**src/rtl/wrbuf_cntl_q.sv**
```systemverilog
// Write-back buffer controller: captures replaced dirty lines into ENTRIES slots
// and drains each one to memory as WORDS beats, with NC stores ordered behind them.
//
// state | meaning
// IDLE  | no memory request; waiting for a drainable line or an NC store
// REQ   | write-back beat request outstanding (beat counter selects the word)
// NC_WR | single-beat non-cacheable store request outstanding
// ERR   | one-cycle error report after an errored beat
module wrbuf_cntl_q #(
    parameter int WORDS   = 4,
    parameter int CAPC    = 2,
    parameter int ENTRIES = 2,
    parameter int PW      = (ENTRIES > 1) ? $clog2(ENTRIES) : 1
) (
    input  logic             clk,
    input  logic             reset_l,
    input  logic             repl_start,
    input  logic             drain_go,
    input  logic             nc_write_c,
    input  logic             normal_ack,
    input  logic             error_ack,
    input  logic             miss_idle,
    output logic [CAPC-1:0]  wb_ce,
    output logic [PW-1:0]    wb_wr_ptr,
    output logic [PW-1:0]    wb_rd_ptr,
    output logic [WORDS-1:0] wb_sel,
    output logic             repl_busy,
    output logic             wb_req,
    output logic             real_wb_req,
    output logic             nc_write_cyc,
    output logic             nc_stall,
    output logic             wb_idle,
    output logic             wb_full,
    output logic             wb_empty,
    output logic             wb_err,
    output logic             wb_ovf
);

    localparam int CW = (CAPC > 1) ? $clog2(CAPC) : 1;
    localparam int BW = $clog2(WORDS);
    localparam logic [CW-1:0] CAP_LAST  = CW'(CAPC - 1);
    localparam logic [BW-1:0] BEAT_LAST = BW'(WORDS - 1);
    localparam logic [PW-1:0] SLOT_LAST = PW'(ENTRIES - 1);
    localparam logic [PW:0]   CNT_FULL  = (PW + 1)'(ENTRIES);
    localparam logic [PW:0]   CNT_ONE   = (PW + 1)'(1);

    typedef enum logic [3:0] {
        IDLE  = 4'b0001,
        REQ   = 4'b0010,
        NC_WR = 4'b0100,
        ERR   = 4'b1000
    } state_t;

    state_t        state;
    logic [BW-1:0] beat;
    logic          cap_active;
    logic [CW-1:0] cap_cnt;
    logic [PW-1:0] wr_ptr;
    logic [PW-1:0] rd_ptr;
    logic [PW:0]   count;
    logic          go;
    logic          ovf;

    logic full;
    logic cap_done;
    logic drain_en;
    logic beat_adv;
    logic pop;
    logic nc_ok;

    function automatic logic [PW-1:0] ptr_inc(input logic [PW-1:0] p);
        return (p == SLOT_LAST) ? '0 : p + 1'b1;
    endfunction

    assign full     = (count == CNT_FULL);
    assign cap_done = cap_active && (cap_cnt == CAP_LAST);
    assign drain_en = (count != '0) && (go || drain_go || full);
    // Beat 0 waits for the miss machine so a write-back never races a line fill.
    assign beat_adv = normal_ack && ((beat != '0) || miss_idle);
    assign pop      = (state == REQ) && (error_ack || (beat_adv && (beat == BEAT_LAST)));
    assign nc_ok    = (state == IDLE) && (count == '0) && !cap_active && !drain_en;

    always_ff @(posedge clk or negedge reset_l) begin
        if (!reset_l) begin
            cap_active <= 1'b0;
            cap_cnt    <= '0;
            wr_ptr     <= '0;
            ovf        <= 1'b0;
        end else begin
            if (cap_active) begin
                cap_cnt <= cap_cnt + 1'b1;
                if (cap_done) begin
                    cap_active <= 1'b0;
                end
            end else if (repl_start && !full) begin
                cap_active <= 1'b1;
                cap_cnt    <= '0;
            end
            if (repl_start && full) begin
                ovf <= 1'b1;
            end
            if (cap_done) begin
                wr_ptr <= ptr_inc(wr_ptr);
            end
        end
    end

    always_ff @(posedge clk or negedge reset_l) begin
        if (!reset_l) begin
            count <= '0;
            go    <= 1'b0;
        end else begin
            case ({cap_done, pop})
                2'b10:   count <= count + 1'b1;
                2'b01:   count <= count - 1'b1;
                default: count <= count;
            endcase
            // A new drain_go wins over the clear so a grant for the next line is not lost.
            go <= drain_go || (go && !(pop && !cap_done && (count == CNT_ONE)));
        end
    end

    always_ff @(posedge clk or negedge reset_l) begin
        if (!reset_l) begin
            state  <= IDLE;
            beat   <= '0;
            rd_ptr <= '0;
        end else begin
            if (pop) begin
                rd_ptr <= ptr_inc(rd_ptr);
            end
            case (state)
                IDLE: begin
                    if (drain_en) begin
                        state <= REQ;
                        beat  <= '0;
                    end else if (nc_write_c && (count == '0) && !cap_active) begin
                        state <= NC_WR;
                    end
                end
                REQ: begin
                    if (error_ack) begin
                        state <= ERR;
                    end else if (beat_adv) begin
                        if (beat == BEAT_LAST) begin
                            state <= IDLE;
                        end
                        beat <= beat + 1'b1;
                    end
                end
                NC_WR: begin
                    if (error_ack) begin
                        state <= ERR;
                    end else if (normal_ack) begin
                        state <= IDLE;
                    end
                end
                default: state <= IDLE;
            endcase
        end
    end

    assign wb_ce        = cap_active ? (CAPC'(1) << cap_cnt) : '0;
    assign wb_wr_ptr    = wr_ptr;
    assign wb_rd_ptr    = rd_ptr;
    assign wb_sel       = (state == REQ) ? (WORDS'(1) << beat) : WORDS'(1);
    assign repl_busy    = cap_active;
    assign real_wb_req  = (state == REQ);
    assign nc_write_cyc = (state == NC_WR);
    assign wb_req       = (state == REQ) || (state == NC_WR);
    assign wb_err       = (state == ERR);
    assign wb_idle      = (state == IDLE);
    assign wb_full      = full;
    assign wb_empty     = (count == '0) && !cap_active;
    assign wb_ovf       = ovf;
    assign nc_stall     = nc_write_c && !nc_ok;

endmodule

```
**config.mk**
```make
export PLATFORM = sky130hd
export DESIGN_NAME = wrbuf_cntl_q
export DESIGN_NICKNAME = d
export VERILOG_FILES = /design/src/rtl/wrbuf_cntl_q.sv
export SDC_FILE = /design/constraint.sdc
export NUM_CORES = 1
export LEC_CHECK = 0
export CORE_ASPECT_RATIO = 1.75
export CORE_MARGIN = 2
export CORE_UTILIZATION = 32
export DETAILED_ROUTE_END_ITERATION = 10
export GPL_TIMING_DRIVEN = 0
export PLACE_DENSITY = 0.6
export SYNTH_ARGS = -nofsm -noshare
export SYNTH_HDL_FRONTEND = slang
export SYNTH_SLANG_ARGS = --single-unit
export TNS_END_PERCENT = 5
```
**constraint.sdc**
```tcl
create_clock -name clk -period 2.3 [get_ports clk]
set_clock_uncertainty 0.1 [all_clocks]
set_input_delay 0.46 -clock clk [delete_from_list [all_inputs] [get_ports clk]]
set_output_delay 0.46 -clock clk [all_outputs]
set_load 0.02 [all_outputs]
```
Word-level counts from Yosys, hierarchy flattened
Cells that the tools add are included.

storage, ports and cells
  bits in registers = 14
  bits of input ports = 8
  output and inout port bits = 18
  logic and storage cells = 92

operators by class
  add/sub/neg operators = 6
  equality and inequality tests = 16
  shift operators = 2
  mux-type cells = 22
  reductions and logical operators = 37

operators by type and width
  operator             count
  $mux 4               8
  $logic_and 1x1->1    17
  $pmux 4 s3           1
  $reduce_bool 2->1    5
  $mux 2               4
  $pmux 2 s2           2
  $reduce_and 4->1     2
  $mux 1               7
  $eq 2x2->1 const B   3
  $logic_not 1->1      6
  $logic_or 1x1->1     6
  $ne 3x2->1 const B   2
  $add 2x1->2 const B  2
  $eq 2x1->1 const B   2
  $eq 4x1->1 const B   1
  $eq 4x2->1 const B   1
  $eq 4x3->1 const B   1
  $eq 4x4->1 const B   1
  $ne 2x1->1 const B   2
  $shl 1x2->4 const A  1
  $add 1x1->1 const B  3
  $ne 3x1->1 const B   1
  $ne 3x3->1 const B   1
  $logic_not 2->1      1
  other kinds (3)      3

Longest topological paths before layout
  depth after elaboration = 11
  gate-level depth with buffers = 8

Worst setup path before layout
Ideal clock, no wire load.

  path kind = reg-to-output
  from = reg state[0]
  to = out wb_req
  data arrival time = 1665 ps
  required time = 1740 ps
  slack = 75 ps
  stages on the path, launching flop included = 4
  path buffers = 1
  cells stage by stage = dfstp_2 -> buf_2 -> nor4b_1 -> or2_1

between the ends
  cells in the longest elaborated chain, start to end = 2
  elaborated cells between the ends (all ways) = 3
  classes of those cells = eq/ne (2); reduce/logical (1)

ends and longest elaborated chain
  element                   RTL line  RTL
  start: declaration        54        state_t state;
  start signal: assignment  125       state <= IDLE;
  start signal: assignment  135       state <= REQ;
  start signal: assignment  138       state <= NC_WR;
  $eq 4x3->1                -
  net nc_write_cyc          30        output logic nc_write_cyc,
  $logic_or 1x1->1          170       assign wb_req = (state == REQ) || (state == NC_WR);
  end: declaration          28        output logic wb_req,

The timed path passes the listed nets, and every way through them passes these cells.

Worst setup path in the final report
  from = reg state[0]
  to = out wb_req

between the ends
  cells in the longest elaborated chain, start to end = 2
  elaborated cells between the ends (all ways) = 3
  classes of those cells = eq/ne (2); reduce/logical (1)

ends and longest elaborated chain
  element                                          RTL line
  $eq 4x2->1 / $eq 4x3->1 (equally long branches)  170
  $logic_or 1x1->1 (*)                             170

Every way passes the cells marked *; elsewhere a longest branch is shown, timed or not.

==> impl_metrics.csv <==
group,metric,value,unit
layout,layout.cells.non_filler,144,
detailed_routing,drt_iter0_drc,16,
timing,max_clock_freq,447.1,MHz
detailed_routing,postRouteAntennaNets,0,
die,die_width,42.69,um
synth,synth.ff_latch_count,14,
worst_setup_path,crit_required,1740,ps
timing,tightest_slew,629.1,ps
global_route,grt_pass1_vias,724,
timing,fin_crit,2237,ps
power_and_ir_drop,vdd_ir_drop_max,0.5294,mV
place,dpl_worst_slack,-357.8,ps
timing,finalMaxSlewViolations,0,
power_and_ir_drop,report.power.total,0.001378,W
die,floorplan.core_area,2492,um2
clock_network,numCtsBuffers,3,
clock_network,clock_tree.root_cell,"sky130_fd_sc_hd__clkbuf_8",
synth,synth_cell_types,29,
clock_network,cts.clk_slew.worst_paths,60,ps
detailed_routing,route.top_layer_used,"met4",
timing,final_min_period_over_clock_period,97.25,%
hold_path,timing.hold.worst.class,"reg -> reg",
power_and_ir_drop,p_leak,0.5627,nW
synth,post-synth-top-area-cell,"sky130_fd_sc_hd__dfrtp_1",
timing,rsz0062_at_grt,"false",
die,die_h,71.71,um
layout,post_route_cell_area,1195,um2
synth,yosysSeqAreaShare,41.94,%
timing,setup_tns,0,ps
synth,synth_top_area_share,38.81,%
place,placed_area,1121,um2
detailed_routing,met3WireLength,86,um
timing,worst_slew_margin_rel,57.93,%
detailed_routing,routed_via_density,4.819,
die,ioPinCount,26,
layout,num_antenna_cells,0,
clock_network,worst_skew_pair.late_latency,250,ps
power_and_ir_drop,power.density,1153,nW/um2
synth,netlist_instances,85,
detailed_routing,dr_wl_met2,932,um
worst_setup_path,worst-setup-path-type,"reg -> out",
detailed_routing,drt-total-wl,1.736,mm
clock_network,cts_tree,"done",
detailed_routing,route.detailed.drc,0,
place,io_buffers,25,
worst_setup_path,start_kind,"flip-flop",
timing,final_critical_path_setup_slack,63.27,ps
place,post-dp-hpwl,1.353,mm
clock_network,clock-sinks,14,
timing,setup_violations,0,
detailed_routing,via_total_after_detailed_routing,694,
clock_network,cts_buffer_depth,2,
global_route,antenna_found_initial,0,
global_route,grt_max_degree,15,
layout,layout-area-overhead-vs-synth,42.54,%
layout,numnets_final,135,
synth,netlist_area,838.3,um2
global_route,overflow,0,
die,placement_rows,24,
synth,synth_area_per_inst,9.862,um2
global_route,grt_first_pass_wirelength,3.153,mm
worst_setup_path,worst-path-max-fanout,7,
die,die_area,3061,um2
detailed_routing,detail_route.wirelength.met1,688,um
timing,timing_hold_violations_final,0,
detailed_routing,firstDrtPassIters,4,
worst_setup_path,crit_arrival,1680,ps
synth,synthesis.nets,101,
die,start_util,33.63,%
synth,yosys-top-cells-area,"sky130_fd_sc_hd__dfrtp_1 39%, sky130_fd_sc_hd__ha_1 12%, sky130_fd_sc_hd__inv_1 4.0%",
clock_network,cts_htree_levels,1,
status,run_status,"completed",
synth,synthesis.yosys.warnings,0,
place,gp_congestion,0.6874,
worst_setup_path,setup.worst_path.end_class,"output port",
global_route,grt_usage,13.26,%
layout,drive_gt1_share,12.71,%
place,dp_cells,136,
detailed_routing,routedWlPerCell,12.06,um
flow_run,cap_violations,0,
path summary, 6_finish.rpt:
path                            startpoint       end  slack (ps)  cells after the start
worst max-delay path              state[0]    wb_req          60                      5
worst min-delay path                wb_ovf    wb_ovf         360                      1
worst max register to register    state[0]        go         340                      8
worst min register to register      wb_ovf    wb_ovf         360                      1
max in group asynchronous          reset_l  count[1]        1190                      1
min in group asynchronous          reset_l        go         500                      1
metrics by stage:
step / hold WS, ps / util, %
5_1_grt: 374.0 / 47.94
3_3_place_gp: 339.8 / 44.98
3_5_place_dp: 354.5 / 44.98
2_1_floorplan: 64.41 / -
6_report: 365.0 / 47.94
4_1_cts: 367.8 / 47.59
cells in the final DEF (no fill, tap or decap), types with 3 or more instances in the layout:
master                            instances
sky130_fd_sc_hd__nor2b_1                  3
sky130_fd_sc_hd__o21ai_0                  5
sky130_fd_sc_hd__clkdlybuf4s15_1          3
sky130_fd_sc_hd__clkbuf_8                 3
sky130_fd_sc_hd__clkdlybuf4s50_1         14
sky130_fd_sc_hd__inv_1                    9
sky130_fd_sc_hd__ha_1                     8
sky130_fd_sc_hd__buf_4                    5
sky130_fd_sc_hd__and2_1                   4
sky130_fd_sc_hd__dfrtp_1                 13
sky130_fd_sc_hd__nand2_1                  8
sky130_fd_sc_hd__dlygate4sd2_1            6
sky130_fd_sc_hd__nor2_1                   4
sky130_fd_sc_hd__xnor2_1                  3
sky130_fd_sc_hd__nand2b_1                 4
per-layer routing:
metal / GRT usage [%] / vias up
met5: 0 / -
met4: 5.208 / 0
met3: 2.771 / 3
met2: 23.57 / 18
met1: 14.99 / 324
li1: - / 349
repair_timing:
| action | in CTS | in global routing |
|---|---|---|
| setup endpoints to repair | 10 | 6 |
| buffers inserted | 4 | 0 |
| pin swaps | 1 | 0 |
| hold endpoints to repair | 0 | 0 |
| resized for setup | 15 | 6 |
| hold buffers | 0 | 0 |
critical path: stages (launching register included):
cell	delay, ps
sky130_fd_sc_hd__dfstp_2	520
sky130_fd_sc_hd__clkbuf_4	180
sky130_fd_sc_hd__nor4b_4	60
sky130_fd_sc_hd__buf_4	140
sky130_fd_sc_hd__or2_1	220
sky130_fd_sc_hd__dlygate4sd2_1	320
layout make-up:
| type | count | area, um2 |
|---|---|---|
| buffer | 2 | 15.01 |
| clock buffer | 4 | 45.04 |
| fill | 247 | 1297 |
| inverter | 9 | 33.78 |
| multi-input combinational | 60 | 446.7 |
| sequential | 14 | 351.6 |
| tap | 26 | 32.53 |
| timing repair buffer | 29 | 270.3 |
report_power, final:
group	switching (W)	total (W)	leakage (nW)	internal, W
logic	0.000379	0.000740	0.372	0.000360
registers	0.0000847	0.000426	0.168	0.000342
clock network	0.0000889	0.000212	0.0228	0.000123
total	0.000553	0.00138	0.563	0.000825
cells in the mapped netlist (all sizes together):
cell / number
a21boi: 2
a21o: 2
a21oi: 1
a221o: 1
a31o: 1
and2: 4
buf: 2
dfrtp: 13
dfstp: 1
ha: 8
inv: 9
nand2: 8
nand2b: 4
nand3: 2
nand3b: 2
nand4: 1
nor2: 4
nor2b: 3
nor4b: 4
o211ai: 1
o21ai: 5
o22ai: 1
o31ai: 1
or2: 1
xnor2: 3
xor2: 1
registers in the layout, indices dropped and copies added (netlist names):
signal and flops:
cap_cnt 1, beat 2, count 2, repl_busy 1, wb_rd_ptr 1, wb_wr_ptr 1
go 1, wb_ovf 1, state 4
logic make-up (layout without fill, tap and decap cells):
family | Yosys count | in the layout | share of synthesized area (%)
simple gates | 33 | 33 | 24.03
compound gates | 15 | 15 | 12.39
xor+xnor | 4 | 4 | 4.180
flops | 14 | 14 | 41.94
buf+inv | 11 | 44 | 5.522
fa+ha+maj | 8 | 8 | 11.94
No activity file was read; power rests on OpenSTA's default activity.
